## config.mk

```make
export PLATFORM = sky130hd
export DESIGN_NAME = acc_readout_scheduler_flat
export DESIGN_NICKNAME = d
export VERILOG_FILES = /design/src/rtl/acc_readout_if.sv /design/src/rtl/acc_readout_scheduler.sv /design/src/flat_wrapper.sv
export SDC_FILE = /design/constraint.sdc
export NUM_CORES = 1
export LEC_CHECK = 0
export ABC_CLOCK_PERIOD_IN_PS = 4800
export BUFFER_PORTS_ARGS = -buffer_cell sky130_fd_sc_hd__buf_2
export CAP_MARGIN = 20
export CORE_UTILIZATION = 50
export CTS_BUF_LIST = sky130_fd_sc_hd__clkbuf_8
export CTS_CLUSTER_DIAMETER = 200
export DETAILED_ROUTE_END_ITERATION = 10
export PLACE_DENSITY_LB_ADDON = 0.25
export SLEW_MARGIN = 20
export SYNTH_ARGS = -nofsm -noshare
export SYNTH_HDL_FRONTEND = slang
export SYNTH_SLANG_ARGS = --single-unit
export TNS_END_PERCENT = 10
```

## constraint.sdc

```tcl
create_clock -name clk -period 4.8 [get_ports clk]
set_clock_uncertainty 0.1 [all_clocks]
set_input_delay 0.72 -clock clk [delete_from_list [all_inputs] [get_ports clk]]
set_output_delay 0.72 -clock clk [all_outputs]
set_load 0.01 [all_outputs]
```

## src/rtl/acc_readout_if.sv

```systemverilog
// Bus between the accumulator control side and acc_readout_scheduler.
// master drives window control and accumulator data; slave is the scheduler.
interface acc_readout_if #(
    parameter int ACC_WIDTH = 16,
    parameter int NUM_CH    = 4
);
    logic                        enable;
    logic                        sample_en;
    logic [15:0]                 ds_ratio;
    logic [NUM_CH*ACC_WIDTH-1:0] acc_data;
    logic                        frame_latch;
    logic                        serial_start;
    logic                        serial_out;
    logic                        busy;
    logic                        overrun;

    modport master (
        output enable, sample_en, ds_ratio, acc_data,
        input  frame_latch, serial_start, serial_out, busy, overrun
    );

    modport slave (
        input  enable, sample_en, ds_ratio, acc_data,
        output frame_latch, serial_start, serial_out, busy, overrun
    );
endinterface

```

## src/rtl/acc_readout_scheduler.sv

```systemverilog
// Window counter, single shadow frame buffer and MSB-first serial shifter for the accumulator bank.
// Define ACC_READOUT_PARITY_EN to append an even-parity bit after the payload.
module acc_readout_scheduler #(
    parameter int ACC_WIDTH = 16,
    parameter int NUM_CH    = 4
) (
    input  logic         clk,
    input  logic         reset,
    acc_readout_if.slave bus
);
    localparam int PAYLOAD_W = NUM_CH * ACC_WIDTH;
`ifdef ACC_READOUT_PARITY_EN
    localparam int FRAME_LEN = PAYLOAD_W + 1;
`else
    localparam int FRAME_LEN = PAYLOAD_W;
`endif
    localparam int IDX_W = (FRAME_LEN > 1) ? $clog2(FRAME_LEN) : 1;

    typedef enum logic [1:0] {
        IDLE  = 2'd0,
        START = 2'd1,
        SHIFT = 2'd2
    } state_t;

    function automatic logic [15:0] clamp_ratio(input logic [15:0] r);
        return (r == 16'd0) ? 16'd1 : r;
    endfunction

    function automatic logic [FRAME_LEN-1:0] build_frame(input logic [PAYLOAD_W-1:0] p);
`ifdef ACC_READOUT_PARITY_EN
        return {p, ^p};
`else
        return p;
`endif
    endfunction

    logic [15:0]           win_cnt;
    logic [15:0]           eff_ratio;
    logic [15:0]           ratio_cur;
    logic                  win_done;
    logic                  latch_q;

    logic [PAYLOAD_W-1:0]  shadow_q;
    logic                  shadow_valid;
    logic                  overrun_q;
    logic                  consume;

    state_t                state;
    logic [FRAME_LEN-1:0]  shift_q;
    logic [IDX_W-1:0]      bit_idx;
    logic                  start_q;
    logic                  sout_q;
    logic                  busy_q;

    // The ratio is only re-read at the start of a window; mid-window changes wait for the boundary.
    assign ratio_cur = (win_cnt == 16'd0) ? clamp_ratio(bus.ds_ratio) : eff_ratio;
    assign win_done  = bus.enable && bus.sample_en && (win_cnt == ratio_cur - 16'd1);
    assign consume   = shadow_valid && ((state == IDLE) ||
                                        ((state == SHIFT) && (bit_idx == '0)));

    // Window counter and latch strobe
    always_ff @(posedge clk) begin
        if (reset) begin
            win_cnt   <= 16'd0;
            eff_ratio <= 16'd1;
            latch_q   <= 1'b0;
        end else begin
            latch_q <= win_done;
            if (win_cnt == 16'd0)
                eff_ratio <= ratio_cur;
            if (!bus.enable)
                win_cnt <= 16'd0;
            else if (bus.sample_en)
                win_cnt <= win_done ? 16'd0 : win_cnt + 16'd1;
        end
    end

    // Shadow frame buffer; a latch that finds it full and unconsumed is dropped
    always_ff @(posedge clk) begin
        if (reset) begin
            shadow_q     <= '0;
            shadow_valid <= 1'b0;
            overrun_q    <= 1'b0;
        end else if (latch_q) begin
            if (!shadow_valid || consume) begin
                shadow_q     <= bus.acc_data;
                shadow_valid <= 1'b1;
            end else begin
                overrun_q <= 1'b1;
            end
        end else if (consume) begin
            shadow_valid <= 1'b0;
        end
    end

    // Shifter FSM; outputs are registered alongside the state they belong to
    always_ff @(posedge clk) begin
        if (reset) begin
            state   <= IDLE;
            shift_q <= '0;
            bit_idx <= '0;
            start_q <= 1'b0;
            sout_q  <= 1'b0;
            busy_q  <= 1'b0;
        end else begin
            case (state)
                IDLE: begin
                    sout_q <= 1'b0;
                    if (shadow_valid) begin
                        shift_q <= build_frame(shadow_q);
                        state   <= START;
                        start_q <= 1'b1;
                        busy_q  <= 1'b1;
                    end else begin
                        start_q <= 1'b0;
                        busy_q  <= 1'b0;
                    end
                end
                START: begin
                    start_q <= 1'b0;
                    sout_q  <= shift_q[FRAME_LEN-1];
                    shift_q <= shift_q << 1;
                    bit_idx <= IDX_W'(FRAME_LEN - 1);
                    busy_q  <= 1'b1;
                    state   <= SHIFT;
                end
                SHIFT: begin
                    if (bit_idx != '0) begin
                        sout_q  <= shift_q[FRAME_LEN-1];
                        shift_q <= shift_q << 1;
                        bit_idx <= bit_idx - IDX_W'(1);
                    end else if (shadow_valid) begin
                        shift_q <= build_frame(shadow_q);
                        sout_q  <= 1'b0;
                        start_q <= 1'b1;
                        state   <= START;
                    end else begin
                        sout_q <= 1'b0;
                        busy_q <= 1'b0;
                        state  <= IDLE;
                    end
                end
                default: begin
                    start_q <= 1'b0;
                    sout_q  <= 1'b0;
                    busy_q  <= 1'b0;
                    state   <= IDLE;
                end
            endcase
        end
    end

    assign bus.frame_latch  = latch_q;
    assign bus.serial_start = start_q;
    assign bus.serial_out   = sout_q;
    assign bus.busy         = busy_q;
    assign bus.overrun      = overrun_q;
endmodule

```

## src/flat_wrapper.sv

```systemverilog
// flat-port wrapper written by rule: the top's interface ports become plain ports
module acc_readout_scheduler_flat 
#(
    parameter int ACC_WIDTH = 16,
    parameter int NUM_CH    = 4
)
  (clk, reset, bus_enable, bus_sample_en, bus_ds_ratio, bus_acc_data, bus_frame_latch, bus_serial_start, bus_serial_out, bus_busy, bus_overrun);
  acc_readout_if #(.ACC_WIDTH(ACC_WIDTH), .NUM_CH(NUM_CH)) bus_i ();
  input  logic clk;
  input  logic reset;
  input wire logic [$bits(bus_i.enable)-1:0] bus_enable;
  input wire logic [$bits(bus_i.sample_en)-1:0] bus_sample_en;
  input wire logic [$bits(bus_i.ds_ratio)-1:0] bus_ds_ratio;
  input wire logic [$bits(bus_i.acc_data)-1:0] bus_acc_data;
  output wire logic [$bits(bus_i.frame_latch)-1:0] bus_frame_latch;
  output wire logic [$bits(bus_i.serial_start)-1:0] bus_serial_start;
  output wire logic [$bits(bus_i.serial_out)-1:0] bus_serial_out;
  output wire logic [$bits(bus_i.busy)-1:0] bus_busy;
  output wire logic [$bits(bus_i.overrun)-1:0] bus_overrun;
  assign bus_i.enable = bus_enable;
  assign bus_i.sample_en = bus_sample_en;
  assign bus_i.ds_ratio = bus_ds_ratio;
  assign bus_i.acc_data = bus_acc_data;
  assign bus_frame_latch = bus_i.frame_latch;
  assign bus_serial_start = bus_i.serial_start;
  assign bus_serial_out = bus_i.serial_out;
  assign bus_busy = bus_i.busy;
  assign bus_overrun = bus_i.overrun;
  acc_readout_scheduler #(.ACC_WIDTH(ACC_WIDTH), .NUM_CH(NUM_CH)) u_core (.clk(clk), .reset(reset), .bus(bus_i));
endmodule
```

==> impl_table.tex, run 1 <==
\begin{tabular}{lr}
\hline
Metric & Value \\
\hline
\multicolumn{2}{l}{\textbf{Placement}} \\
\quad Post-Place Setup Slack & 0.347 ns \\
\quad Post-detailed-placement half-perimeter wirelength & 14200 um \\
\quad Weighted congestion at the end of routability-driven global placement & 0.925 \\
\quad Total of buffers placed on input and output ports & 88 \\
\multicolumn{2}{l}{\textbf{Layout}} \\
\quad Commonest cells after routing, fill and taps aside & sky130\_fd\_sc\_hd\_\_nand2\_1 (236), sky130\_fd\_sc\_hd\_\_dfxtp\_1 (174), sky130\_fd\_sc\_hd\_\_a21oi\_1 (87), sky130\_fd\_sc\_hd\_\_buf\_2 (87), sky130\_fd\_sc\_hd\_\_inv\_1 (80) \\
\quad Layout Nets & 1267 \\
\quad ANT cells & 0 \\
\quad P\&R area growth vs syn & 10.6\% \\
\quad Ratio of cells with drive above 1 in the final layout & 13.5\% \\
\quad Most frequent standard cell in the layout excluding fill and tap cells & sky130\_fd\_sc\_hd\_\_nand2\_1 \\
\multicolumn{2}{l}{\textbf{Die}} \\
\quad Die Ht & 135 um \\
\quad Number of standard-cell rows in the floorplan & 48 \\
\quad Width of the die & 135 um \\
\quad IO Count & 89 \\
\quad Core footprint & 17300 um\^{}2 \\
\quad Floorplan die area & 18300 um\^{}2 \\
\quad Effective utilization at floorplan & 51.3\% \\
\multicolumn{2}{l}{\textbf{GRT}} \\
\quad Pin count of the biggest net entering global routing & 83 \\
\quad Total global-route track usage & 25.1\% \\
\quad Wire length of the first global-routing pass & 37100 um \\
\quad Via count of the first global-routing pass & 7458 \\
\quad Initial antenna violation count & 0 \\
\quad Total gr overflow & 0 \\
\multicolumn{2}{l}{\textbf{Run status}} \\
\quad Outcome & finished, final reports clean \\
\multicolumn{2}{l}{\textbf{Yosys}} \\
\quad Synth async-reset ratio & 0\% \\
\quad Proportion of synthesized area in mux cells & 1.62\% \\
\quad Main combinational cell family by area after synthesis & compound AO/OA/AOI/OAI gates \\
\quad Synthesized netlist cell count & 1140 \\
\quad Seq cells post-synth & 174 \\
\quad Leading register cell type out of synthesis & sky130\_fd\_sc\_hd\_\_dfxtp\_1 \\
\quad Post-Synth Adder-Cell Area & 1.13\% \\
\quad Count of warnings emitted by yosys & 0 \\
\quad Post-synthesis instance area & 8870 um\^{}2 \\
\quad Synthesized area divided by synthesized cell count & 7.78 um\^{}2 \\
\quad Top post-synthesis cells by area & sky130\_fd\_sc\_hd\_\_dfxtp\_1 (39\%), sky130\_fd\_sc\_hd\_\_nand2\_1 (10\%), sky130\_fd\_sc\_hd\_\_a221oi\_1 (6.2\%) \\
\quad Post-Synth Simple-Gate Area & 21.0\% \\
\quad Area leader, netlist & sky130\_fd\_sc\_hd\_\_dfxtp\_1 \\
\quad Portion of synthesized cell area occupied by the leading cell type & 39.3\% \\
\quad Compound-cell area share of the yosys netlist & 26.7\% \\
\quad Total nets after synthesis & 1232 \\
\quad Portion of the post-synthesis area used by sequential elements & 39.3\% \\
\quad Number of flops mapped to enable cells by yosys & 0 \\
\quad Count of distinct cell types in the synthesized netlist & 73 \\
\quad Post-synthesis share of cell area spent on xor and xnor gates & 2.57\% \\
\multicolumn{2}{l}{\textbf{STA}} \\
\quad Unrepaired setup endpoints after global routing & no \\
\quad Final count of hold timing violations & 0 \\
\quad Post-Route Hold Slack & 0.354 ns \\
\quad Tmin final & 4.31 ns \\
\quad Final critical-path share of the clock period & 89.7\% \\
\quad Worst Tran Pin Value & 0.933 ns \\
\quad Worst slew margin relative to its limit & 37.8\% \\
\quad Final setup violating endpoints & 0 \\
\quad Fin Setup TNS & 0 ns \\
\quad Fmax & 232 MHz \\
\quad Setup slack of the critical path after layout & 0.492 ns \\
\quad Number of max-slew violations in the final report & 0 \\
\multicolumn{2}{l}{\textbf{Clocking}} \\
\quad Maximum count of clock buffers along a single path & 2 \\
\quad Clock tree from TritonCTS & yes \\
\quad TritonCTS Sinks & 174 \\
\quad Clk slew on worst S/H paths & 0.09 ns \\
\quad Setup bufs post-CTS & 0 \\
\quad Cell chosen for the clock root & sky130\_fd\_sc\_hd\_\_clkbuf\_8 \\
\quad Clock latency of the later-clocked register in the worst-skew pair & 0.46 ns \\
\quad Post-cts resize count & 0 \\
\quad Number of buffers added by the clock tree synthesis step & 17 \\
\quad Post-CTS Hold Buffers & 0 \\
\quad CTS H-tree lvls & 4 \\
\multicolumn{2}{l}{\textbf{Detailed routing}} \\
\quad Drt initial violations & 664 \\
\quad Remaining routing DRC violations & 0 \\
\quad Antenna Violating Nets Remaining & 0 \\
\quad Number of iterations in the first detailed-routing pass & 5 \\
\quad Total wire length after detailed routing & 22200 um \\
\quad Average wire per standard cell & 15.7 um \\
\quad Number of vias per cell after detailed routing & 5.77 \\
\quad Vias after detailed routing & 8159 \\
\multicolumn{2}{l}{\textbf{Run}} \\
\quad Reported max-cap violation count & 0 \\
\multicolumn{2}{l}{\textbf{Worst setup path}} \\
\quad WP data arrival & 4.60 ns \\
\quad Setup crit start kind & register \\
\quad Required @ worst endpoint & 5.09 ns \\
\quad Critical path endpoint category & register \\
\quad Type of the setup path with the least slack & register to register \\
\quad Worst-path maximum fanout & 15 \\
\multicolumn{2}{l}{\textbf{Pwr}} \\
\quad Pwr Density & 279 nW/um\^{}2 \\
\quad Maximum VDD drop & 0.184 mV \\
\quad Leakage dissipation & 3.49 nW \\
\multicolumn{2}{l}{\textbf{Worst hold path}} \\
\quad Worst hold path type & register to register \\
\hline
\end{tabular}
[state kept, by name, summed over array words and instances (netlist names), 2 cells and up]
signal	count
u_core.eff_ratio	16
u_core.bit_idx	6
u_core.shadow_q	64
u_core.win_cnt	16
u_core.state	2
u_core.shift_q	64
[metrics by stage]
step,std cells,instance area [um^2],util [%],power (W)
2_1_floorplan,1140,8870,-,0.00162
3_5_place_dp,1381,9400,54.3,0.00170
5_1_grt,1413,9810,56.7,0.00284
6_report,1413,9810,56.7,0.00274
4_1_cts,1413,9810,56.7,0.00276
3_3_place_gp,1381,9400,54.3,0.00170
[report_power, final]
group | internal [W] | switching, W | leakage (nW)
clock | 0.000501 | 0.000565 | 0.214
sequential | 0.00145 | 0.0000183 | 1.41
combinational | 0.0000853 | 0.000118 | 1.87
[worst max-delay path: stages, from the launching register on]
cell	delay, ns
sky130_fd_sc_hd__dfxtp_1	0.39
sky130_fd_sc_hd__inv_1	0.09
sky130_fd_sc_hd__ha_1	0.16
sky130_fd_sc_hd__nor4b_4	0.36
sky130_fd_sc_hd__and4_1	0.32
sky130_fd_sc_hd__mux2i_1	0.27
sky130_fd_sc_hd__ha_1	0.30
sky130_fd_sc_hd__or4b_1	0.48
sky130_fd_sc_hd__buf_4	0.16
sky130_fd_sc_hd__or4_1	0.44
sky130_fd_sc_hd__and3_1	0.19
sky130_fd_sc_hd__a31oi_1	0.23
sky130_fd_sc_hd__o21ai_1	0.09
sky130_fd_sc_hd__o2111ai_1	0.30
sky130_fd_sc_hd__o21ai_2	0.11
sky130_fd_sc_hd__buf_12	0.15
sky130_fd_sc_hd__nor2_1	0.11
[layer usage]
layer | share of wire, % | GRT usage, % | wire length (um) | up-vias
li1 | - | - | - | 4092
met1 | 50 | 36.5 | 11100 | 3823
met2 | 44 | 38.0 | 9680 | 226
met3 | 4.8 | 3.55 | 1060 | 18
met4 | 1.6 | 7.80 | 346 | 0
met5 | 0 | 0 | 0 | -
[layout make-up]
type	count	area [um^2]
Fill cell	1684	7490
Multi-Input combinational cell	792	4720
Sequential cell	174	3480
Timing Repair Buffer	108	606
Inverter	82	309
Tap cell	225	282
Clock buffer	19	262
Clock inverter	13	148
[cell families (layout without fill, tap and decap cells)]
group,after synthesis,in the layout
AND/OR/NAND/NOR,401,401
AO/OA/AOI/OAI,343,343
flip-flops,174,174
buffers and inverters,174,222
XOR/XNOR,26,26
multiplexers,14,14
adder cells (fa/ha/maj),8,8
[final timing paths]
check	cells past startpoint	endpoint	slack (ns)	startpoint
setup / recovery	16	u_core.win_cnt[0]	0.49	u_core.win_cnt[0]
hold / removal	2	u_core.shadow_q[9]	0.35	u_core.shadow_q[9]
setup reg to reg	16	u_core.win_cnt[0]	0.49	u_core.win_cnt[0]
hold reg to reg	2	u_core.shadow_q[9]	0.35	u_core.shadow_q[9]
[synthesized netlist by cell type (all sizes together) (3+ instances only)]
cell       n
nand2    236
xnor2     15
o211ai     5
a221oi    63
mux2i     11
nor2      51
a211o      3
buf        8
o2bb2ai    3
nor4b      3
o21ai     78
or4        6
or2        4
nor2b      7
clkbuf    84
a22oi      3
mux2       3
nand2b    13
nand4     11
or3        5
dfxtp    174
nor3      19
nor4       8
a21oi     87
a41oi      3
a22o      63
o22ai      4
a311oi     3
and3       8
nor3b      5
inv       82
ha         8
xor2      11
o2111ai    5
nand3     13
(Power assumes the default switching activity.)
==> run 2: changes to the inputs <==
Settings changed: ABC_AREA from default to 1.
==> impl_table.tex, run 2 <==
\begin{tabular}{lr}
\hline
Metric & Value \\
\hline
\multicolumn{2}{l}{\textbf{Die}} \\
\quad Floorplan die area & 16800 um\^{}2 \\
\quad Effective utilization at floorplan & 51.2\% \\
\quad Die Ht & 130 um \\
\quad Width of the die & 130 um \\
\quad Core footprint & 15900 um\^{}2 \\
\quad IO Count & 89 \\
\quad Number of standard-cell rows in the floorplan & 46 \\
\multicolumn{2}{l}{\textbf{Yosys}} \\
\quad Leading register cell type out of synthesis & sky130\_fd\_sc\_hd\_\_dfxtp\_1 \\
\quad Post-Synth Simple-Gate Area & 26.0\% \\
\quad Synth async-reset ratio & 0\% \\
\quad Post-synthesis share of cell area spent on xor and xnor gates & 2.04\% \\
\quad Compound-cell area share of the yosys netlist & 21.1\% \\
\quad Post-synthesis instance area & 8140 um\^{}2 \\
\quad Commonest cells in the synthesized netlist & sky130\_fd\_sc\_hd\_\_nor2\_1 (186), sky130\_fd\_sc\_hd\_\_dfxtp\_1 (174), sky130\_fd\_sc\_hd\_\_o21ai\_0 (140) \\
\quad Synthesized area divided by synthesized cell count & 7.33 um\^{}2 \\
\quad Proportion of synthesized area in mux cells & 0\% \\
\quad Count of distinct cell types in the synthesized netlist & 32 \\
\quad Portion of the post-synthesis area used by sequential elements & 42.8\% \\
\quad Count of warnings emitted by yosys & 0 \\
\quad Most repeated cell in the gate-level netlist after synthesis & sky130\_fd\_sc\_hd\_\_nor2\_1 \\
\quad Seq cells post-synth & 174 \\
\quad Area leader, netlist & sky130\_fd\_sc\_hd\_\_dfxtp\_1 \\
\quad Portion of synthesized cell area occupied by the leading cell type & 42.8\% \\
\quad Top post-synthesis cells by area & sky130\_fd\_sc\_hd\_\_dfxtp\_1 (43\%), sky130\_fd\_sc\_hd\_\_o21ai\_0 (8.6\%), sky130\_fd\_sc\_hd\_\_nor2\_1 (8.6\%) \\
\quad Synthesized netlist cell count & 1110 \\
\quad Main combinational cell family by area after synthesis & simple AND/OR/NAND/NOR gates \\
\quad Total nets after synthesis & 1202 \\
\quad Post-Synth Adder-Cell Area & 1.23\% \\
\quad Number of flops mapped to enable cells by yosys & 0 \\
\multicolumn{2}{l}{\textbf{Worst hold path}} \\
\quad Hold Path Stages & 2 \\
\quad Launch point of the worst hold path & u\_core.bus.overrun \\
\quad Worst hold path type & register to register \\
\quad Min-Delay Endpoint & u\_core.bus.overrun \\
\multicolumn{2}{l}{\textbf{Clocking}} \\
\quad Clock tree from TritonCTS & yes \\
\quad Clk slew on worst S/H paths & 0.09 ns \\
\quad Number of buffers added by the clock tree synthesis step & 17 \\
\quad Maximum count of clock buffers along a single path & 2 \\
\quad Clock latency of the later-clocked register in the worst-skew pair & 0.46 ns \\
\quad Post-CTS Hold Buffers & 0 \\
\quad Cell chosen for the clock root & sky130\_fd\_sc\_hd\_\_clkbuf\_8 \\
\quad Setup bufs post-CTS & 0 \\
\quad CTS H-tree lvls & 4 \\
\quad TritonCTS Sinks & 174 \\
\quad Post-cts resize count & 0 \\
\multicolumn{2}{l}{\textbf{Run}} \\
\quad Reported max-cap violation count & 0 \\
\multicolumn{2}{l}{\textbf{Detailed routing}} \\
\quad Drt initial violations & 683 \\
\quad Average wire per standard cell & 14.6 um \\
\quad Vias after detailed routing & 7785 \\
\quad Remaining routing DRC violations & 0 \\
\quad Number of iterations in the first detailed-routing pass & 5 \\
\quad Total wire length after detailed routing & 20200 um \\
\quad Antenna Violating Nets Remaining & 0 \\
\quad Number of vias per cell after detailed routing & 5.63 \\
\multicolumn{2}{l}{\textbf{Placement}} \\
\quad Weighted congestion at the end of routability-driven global placement & 0.945 \\
\quad Placed cell areas & 8640 um\^{}2 \\
\quad Post-detailed-placement half-perimeter wirelength & 12600 um \\
\quad Total of buffers placed on input and output ports & 88 \\
\multicolumn{2}{l}{\textbf{STA}} \\
\quad Final count of hold timing violations & 0 \\
\quad Number of max-slew violations in the final report & 0 \\
\quad Fin Setup TNS & 0 ns \\
\quad Tmin final & 3.38 ns \\
\quad Final critical-path share of the clock period & 70.4\% \\
\quad Worst slew margin relative to its limit & 43.0\% \\
\quad Unrepaired setup endpoints after global routing & no \\
\quad Final setup violating endpoints & 0 \\
\quad Worst Tran Pin Value & 0.853 ns \\
\quad Fmax & 296 MHz \\
\multicolumn{2}{l}{\textbf{Worst setup path}} \\
\quad Launching point of the worst reg2reg path & u\_core.win\_cnt[0] \\
\quad Worst-path maximum fanout & 18 \\
\quad Delay-heaviest family, CP & simple AND/OR/NAND/NOR gates \\
\quad Setup crit start kind & register \\
\quad Series of cell instances along the critical path & inv\_1 -> ha\_1 -> nand2\_1 -> nor2\_4 -> nand2\_4 -> nand2\_1 -> nand2\_1 -> inv\_1 -> ha\_1 -> nand3\_1 -> nor2\_1 -> nand3\_1 -> nor2\_1 -> nand2\_1 -> nand2\_1 -> nand3\_1 -> nor2\_1 -> nand2\_2 -> nand2\_4 -> a21oi\_1 \\
\quad Worst reg2reg path depth & 20 \\
\quad Endpoint of the most critical register-to-register path & u\_core.win\_cnt[0] \\
\quad Sum of buffers and inverters on the critical path & 2 \\
\quad Required @ worst endpoint & 5.04 ns \\
\quad Type of the setup path with the least slack & register to register \\
\quad Slowest cell on the critical path & sky130\_fd\_sc\_hd\_\_dfxtp\_1 \\
\quad Critical path endpoint category & register \\
\quad Library cell appearing most often on the critical path & sky130\_fd\_sc\_hd\_\_nand2\_1 \\
\quad WP data arrival & 3.63 ns \\
\quad Reg-to-reg setup timing slack & 1.42 ns \\
\quad Biggest cell delay along the critical path & 0.37 ns \\
\multicolumn{2}{l}{\textbf{Layout}} \\
\quad P\&R area growth vs syn & 11.9\% \\
\quad Commonest cells after routing, fill and taps aside & sky130\_fd\_sc\_hd\_\_nor2\_1 (185), sky130\_fd\_sc\_hd\_\_dfxtp\_1 (173), sky130\_fd\_sc\_hd\_\_o21ai\_0 (140), sky130\_fd\_sc\_hd\_\_nand2\_1 (123), sky130\_fd\_sc\_hd\_\_nand3\_1 (103) \\
\quad Most frequent standard cell in the layout excluding fill and tap cells & sky130\_fd\_sc\_hd\_\_nor2\_1 \\
\quad Biggest registers after layout & u\_core.shadow\_q (64), u\_core.shift\_q (64) \\
\quad Final design area excluding fillers & 9110 um\^{}2 \\
\quad Ratio of cells with drive above 1 in the final layout & 15.6\% \\
\quad Layout Nets & 1246 \\
\quad ANT cells & 0 \\
\multicolumn{2}{l}{\textbf{Run status}} \\
\quad Outcome & finished, final reports clean \\
\multicolumn{2}{l}{\textbf{GRT}} \\
\quad Wire length of the first global-routing pass & 33700 um \\
\quad Pin count of the biggest net entering global routing & 67 \\
\quad Total global-route track usage & 24.9\% \\
\quad Via count of the first global-routing pass & 7014 \\
\quad Initial antenna violation count & 0 \\
\quad Total gr overflow & 0 \\
\multicolumn{2}{l}{\textbf{Pwr}} \\
\quad Maximum VDD drop & 0.338 mV \\
\quad Leakage dissipation & 3.70 nW \\
\quad Pwr Density & 406 nW/um\^{}2 \\
\hline
\end{tabular}
-- run 2: cell types whose count changed in the layout (fill, tap and decap cells not counted), sizes merged, moves of 9 or more --
cell,change
a22o,-63
nor2,+159
xnor2,-15
mux2i,-11
inv,-17
o221ai,+63
o21ai,+63
nand2,-95
nor3,-9
nand2b,-13
nand3,+90
a221oi,-63
-- run 2: routing by layer --
| metal | track usage (%) | vias to the layer above | wire length (um) |
|---|---|---|---|
| met5 | 0 | - | 0 |
| met4 | 8.89 | 0 | 361 |
| met3 | 3.92 | 23 | 1090 |
| met2 | 39.0 | 230 | 8990 |
| met1 | 34.6 | 3657 | 9790 |
| li1 | - | 3875 | - |
-- run 2: per-stage QoR --
step	total power (W)	std cells	setup WS (ns)	hold WS (ns)	utilization, %
6_report	0.00369	1383	1.42	0.352	57.3
5_1_grt	0.00389	1383	1.01	0.361	57.3
4_1_cts	0.00371	1383	1.46	0.344	57.3
3_5_place_dp	0.00252	1351	1.48	0.343	54.4
3_3_place_gp	0.00253	1351	1.60	0.335	54.4
2_1_floorplan	0.00225	1110	2.01	0.334	-
-- run 2: cells by family (layout without fill, tap and decap cells) --
group | Yosys count | after routing
buffers and inverters | 139 | 196
xor gates and xnor gates | 19 | 19
adders and majority gates | 8 | 8
AOI/OAI and AO/OA | 293 | 293
and+or+nand+nor | 477 | 477
DFF | 174 | 174
-- run 2: area by class of cell --
cell class                      instances  area, um^2
Clock buffer                           17         234
Clock inverter                         15         231
Fill cell                            1553        6780
Inverter                               64         240
Multi-Input combinational cell        797        4120
Sequential cell                       174        3480
Tap cell                              216         270
Timing Repair Buffer                  100         531
-- run 2: worst max-delay path by stage --
stage	from	endpoint	slack [ns]	cells after the start
6_report	u_core.win_cnt[0]	u_core.win_cnt[0]	1.42	20
5_1_grt	u_core.win_cnt[0]	u_core.win_cnt[15]	1.01	20
4_1_cts	u_core.win_cnt[0]	u_core.win_cnt[15]	1.46	20
3_5_place_dp	u_core.win_cnt[0]	u_core.win_cnt[0]	1.48	20
3_3_place_gp	u_core.win_cnt[0]	u_core.win_cnt[0]	1.60	20
2_1_floorplan	bus_ds_ratio[0]	u_core.win_cnt[10]	2.01	18
-- run 2: power breakdown --
part | internal (W) | switching [W]
Sequential | 0.00149 | 0.0000296
Clock | 0.000630 | 0.000563
Combinational | 0.000238 | 0.000747
Total | 0.00235 | 0.00134
-- run 2: worst register-to-register path, cell delays in order, from the launching register on --
cell	delay (ns)
sky130_fd_sc_hd__dfxtp_1	0.37
sky130_fd_sc_hd__inv_1	0.12
sky130_fd_sc_hd__ha_1	0.18
sky130_fd_sc_hd__nand2_1	0.09
sky130_fd_sc_hd__nor2_4	0.33
sky130_fd_sc_hd__nand2_4	0.23
sky130_fd_sc_hd__nand2_1	0.11
sky130_fd_sc_hd__nand2_1	0.10
sky130_fd_sc_hd__inv_1	0.09
sky130_fd_sc_hd__ha_1	0.16
sky130_fd_sc_hd__nand3_1	0.12
sky130_fd_sc_hd__nor2_1	0.23
sky130_fd_sc_hd__nand3_1	0.16
sky130_fd_sc_hd__nor2_1	0.14
sky130_fd_sc_hd__nand2_1	0.07
sky130_fd_sc_hd__nand2_1	0.06
sky130_fd_sc_hd__nand3_1	0.08
sky130_fd_sc_hd__nor2_1	0.14
sky130_fd_sc_hd__nand2_2	0.10
sky130_fd_sc_hd__nand2_4	0.22
sky130_fd_sc_hd__a21oi_1	0.07
==> run 3: changes to the inputs <==
Settings changed: ABC_CLOCK_PERIOD_IN_PS 4800 to 3380.
Clock period 4.8 ns to 3.38 ns, I/O delays scaled along.
==> impl_table.tex, run 3 (same netlist as run 2, synthesis figures left out) <==
\begin{tabular}{lr}
\hline
Metric & Value \\
\hline
\multicolumn{2}{l}{\textbf{Placement}} \\
\quad Total of buffers placed on input and output ports & 88 \\
\quad Weighted congestion at the end of routability-driven global placement & 0.912 \\
\quad Post-detailed-placement half-perimeter wirelength & 12800 um \\
\multicolumn{2}{l}{\textbf{STA}} \\
\quad Number of max-slew violations in the final report & 0 \\
\quad Unrepaired setup endpoints after global routing & no \\
\quad Final critical-path share of the clock period & 90.5\% \\
\quad Final setup violating endpoints & 0 \\
\quad Worst slew margin relative to its limit & 49.9\% \\
\quad Fmax & 327 MHz \\
\quad Tmin final & 3.06 ns \\
\quad Final count of hold timing violations & 0 \\
\quad Fin Setup TNS & 0 ns \\
\quad Worst Tran Pin Value & 0.752 ns \\
\multicolumn{2}{l}{\textbf{Layout}} \\
\quad P\&R area growth vs syn & 12.0\% \\
\quad Fillers & 1548 \\
\quad Layout Nets & 1253 \\
\quad Commonest cells after routing, fill and taps aside & sky130\_fd\_sc\_hd\_\_nor2\_1 (185), sky130\_fd\_sc\_hd\_\_dfxtp\_1 (173), sky130\_fd\_sc\_hd\_\_o21ai\_0 (140), sky130\_fd\_sc\_hd\_\_nand2\_1 (123), sky130\_fd\_sc\_hd\_\_nand3\_1 (103) \\
\quad Share of the core filled with cells & 57.4\% \\
\quad Ratio of cells with drive above 1 in the final layout & 15.7\% \\
\quad ANT cells & 0 \\
\quad Biggest registers after layout & u\_core.shadow\_q (64), u\_core.shift\_q (64) \\
\quad Most frequent standard cell in the layout excluding fill and tap cells & sky130\_fd\_sc\_hd\_\_nor2\_1 \\
\multicolumn{2}{l}{\textbf{Die}} \\
\quad Effective utilization at floorplan & 51.2\% \\
\quad Floorplan die area & 16800 um\^{}2 \\
\quad Die Ht & 130 um \\
\quad IO Count & 89 \\
\quad Core footprint & 15900 um\^{}2 \\
\quad Width of the die & 130 um \\
\quad Number of standard-cell rows in the floorplan & 46 \\
\multicolumn{2}{l}{\textbf{Worst setup path}} \\
\quad Slowest cell on the critical path & sky130\_fd\_sc\_hd\_\_dfxtp\_1 \\
\quad Type of the setup path with the least slack & register to register \\
\quad Reg-to-reg setup timing slack & 0.32 ns \\
\quad Sum of buffers and inverters on the critical path & 3 \\
\quad WP data arrival & 3.32 ns \\
\quad Worst-path maximum fanout & 15 \\
\quad Library cell appearing most often on the critical path & sky130\_fd\_sc\_hd\_\_nand2\_1 \\
\quad Series of cell instances along the critical path & inv\_1 -> ha\_1 -> nand2\_1 -> nor2\_4 -> buf\_6 -> nand3\_1 -> nand2\_1 -> inv\_1 -> ha\_1 -> o21ai\_0 -> a211oi\_1 -> nand3\_1 -> nor2\_1 -> nand2\_1 -> nor2\_1 -> nand2\_1 -> nor3\_2 -> nand2\_2 -> nand2\_8 -> a21oi\_1 \\
\quad Delay-heaviest family, CP & simple AND/OR/NAND/NOR gates \\
\quad Setup crit start kind & register \\
\quad Critical path endpoint category & register \\
\quad Required @ worst endpoint & 3.64 ns \\
\quad Biggest cell delay along the critical path & 0.36 ns \\
\multicolumn{2}{l}{\textbf{Run}} \\
\quad Reported max-cap violation count & 0 \\
\multicolumn{2}{l}{\textbf{Detailed routing}} \\
\quad Vias after detailed routing & 7711 \\
\quad Remaining routing DRC violations & 0 \\
\quad Drt initial violations & 695 \\
\quad Average wire per standard cell & 14.5 um \\
\quad Total wire length after detailed routing & 20100 um \\
\quad Number of vias per cell after detailed routing & 5.55 \\
\quad Number of iterations in the first detailed-routing pass & 5 \\
\quad Antenna Violating Nets Remaining & 0 \\
\multicolumn{2}{l}{\textbf{Run status}} \\
\quad Outcome & finished, final reports clean \\
\multicolumn{2}{l}{\textbf{GRT}} \\
\quad Initial antenna violation count & 1 \\
\quad Total gr overflow & 0 \\
\quad Wire length of the first global-routing pass & 32500 um \\
\quad Total global-route track usage & 24.2\% \\
\quad Via count of the first global-routing pass & 6774 \\
\quad Pin count of the biggest net entering global routing & 66 \\
\multicolumn{2}{l}{\textbf{Clocking}} \\
\quad Clock tree from TritonCTS & yes \\
\quad CTS H-tree lvls & 4 \\
\quad Clock latency of the later-clocked register in the worst-skew pair & 0.46 ns \\
\quad Number of buffers added by the clock tree synthesis step & 17 \\
\quad Cell chosen for the clock root & sky130\_fd\_sc\_hd\_\_clkbuf\_8 \\
\quad Maximum count of clock buffers along a single path & 2 \\
\quad TritonCTS Sinks & 174 \\
\quad Clk slew on worst S/H paths & 0.09 ns \\
\quad Post-CTS Hold Buffers & 0 \\
\multicolumn{2}{l}{\textbf{Pwr}} \\
\quad Pwr Density & 550 nW/um\^{}2 \\
\quad Maximum VDD drop & 0.610 mV \\
\quad Leakage dissipation & 3.71 nW \\
\multicolumn{2}{l}{\textbf{Worst hold path}} \\
\quad Worst hold path type & input port to register \\
\hline
\end{tabular}
-- run 3: power breakdown --
| part | leakage [nW] | switching (W) | internal (W) | total, W |
|---|---|---|---|---|
| clock network | 0.196 | 0.000745 | 0.000663 | 0.00141 |
| logic | 2.10 | 0.00107 | 0.000385 | 0.00146 |
| registers | 1.41 | 0.0000428 | 0.00211 | 0.00215 |
| total | 3.71 | 0.00186 | 0.00316 | 0.00502 |
-- run 3: worst paths after layout --
kind	from	to	depth (start not counted)
max	u_core.win_cnt[0]	u_core.win_cnt[0]	20
max reg2reg	u_core.win_cnt[0]	u_core.win_cnt[0]	20
min	bus_acc_data[18]	u_core.shadow_q[18]	3
min reg2reg	u_core.bus.overrun	u_core.bus.overrun	2
-- run 3: timing repair --
action / 4_1_cts / 5_1_grt
resized for setup: 0 / 2
buffers inserted: 0 / 0
endpoints found under the hold margin: 0 / 0
endpoints found under the setup margin: 0 / 15
-- run 3: worst reg2reg max path: stages (launching register included) --
cell and delay, ns:
sky130_fd_sc_hd__dfxtp_1 0.36, sky130_fd_sc_hd__inv_1 0.11, sky130_fd_sc_hd__ha_1 0.17, sky130_fd_sc_hd__nand2_1 0.09, sky130_fd_sc_hd__nor2_4 0.18, sky130_fd_sc_hd__buf_6 0.17
sky130_fd_sc_hd__nand3_1 0.08, sky130_fd_sc_hd__nand2_1 0.13, sky130_fd_sc_hd__inv_1 0.07, sky130_fd_sc_hd__ha_1 0.31, sky130_fd_sc_hd__o21ai_0 0.08, sky130_fd_sc_hd__a211oi_1 0.19
sky130_fd_sc_hd__nand3_1 0.12, sky130_fd_sc_hd__nor2_1 0.10, sky130_fd_sc_hd__nand2_1 0.05, sky130_fd_sc_hd__nor2_1 0.11, sky130_fd_sc_hd__nand2_1 0.07, sky130_fd_sc_hd__nor3_2 0.13
sky130_fd_sc_hd__nand2_2 0.13, sky130_fd_sc_hd__nand2_8 0.16, sky130_fd_sc_hd__a21oi_1 0.06
-- run 3: through the flow --
step,worst slack [ns],hold slack (ns),power (W),std cells,area (um^2)
floorplan,0.696,0.334,0.00320,1110,8140
global placement,0.375,0.335,0.00364,1358,8730
detailed placement,0.258,0.345,0.00364,1358,8730
CTS,0.238,0.132,0.00504,1389,9100
global route,0.0308,0.147,0.00527,1389,9120
finish,0.321,0.158,0.00502,1389,9120
-- run 3: layout make-up --
type,count,area [um^2],share of cell area (%)
Multi-Input combinational cell,797,4120,45.2
Sequential cell,174,3480,38.2
Timing Repair Buffer,107,624,6.85
Tap cell,216,270,2.96
Clock buffer,18,248,2.72
Inverter,64,240,2.64
Clock inverter,13,125,1.37
-- run 3: metal layers --
layer	up-vias	part of all wire, %	wire length, um	GRT usage [%]
li1	3891	-	-	-
met1	3566	49	9850	34.4
met2	233	45	8960	37.4
met3	19	5.4	1090	4.21
met4	2	1.1	217	7.59
met5	-	0.055	11	0
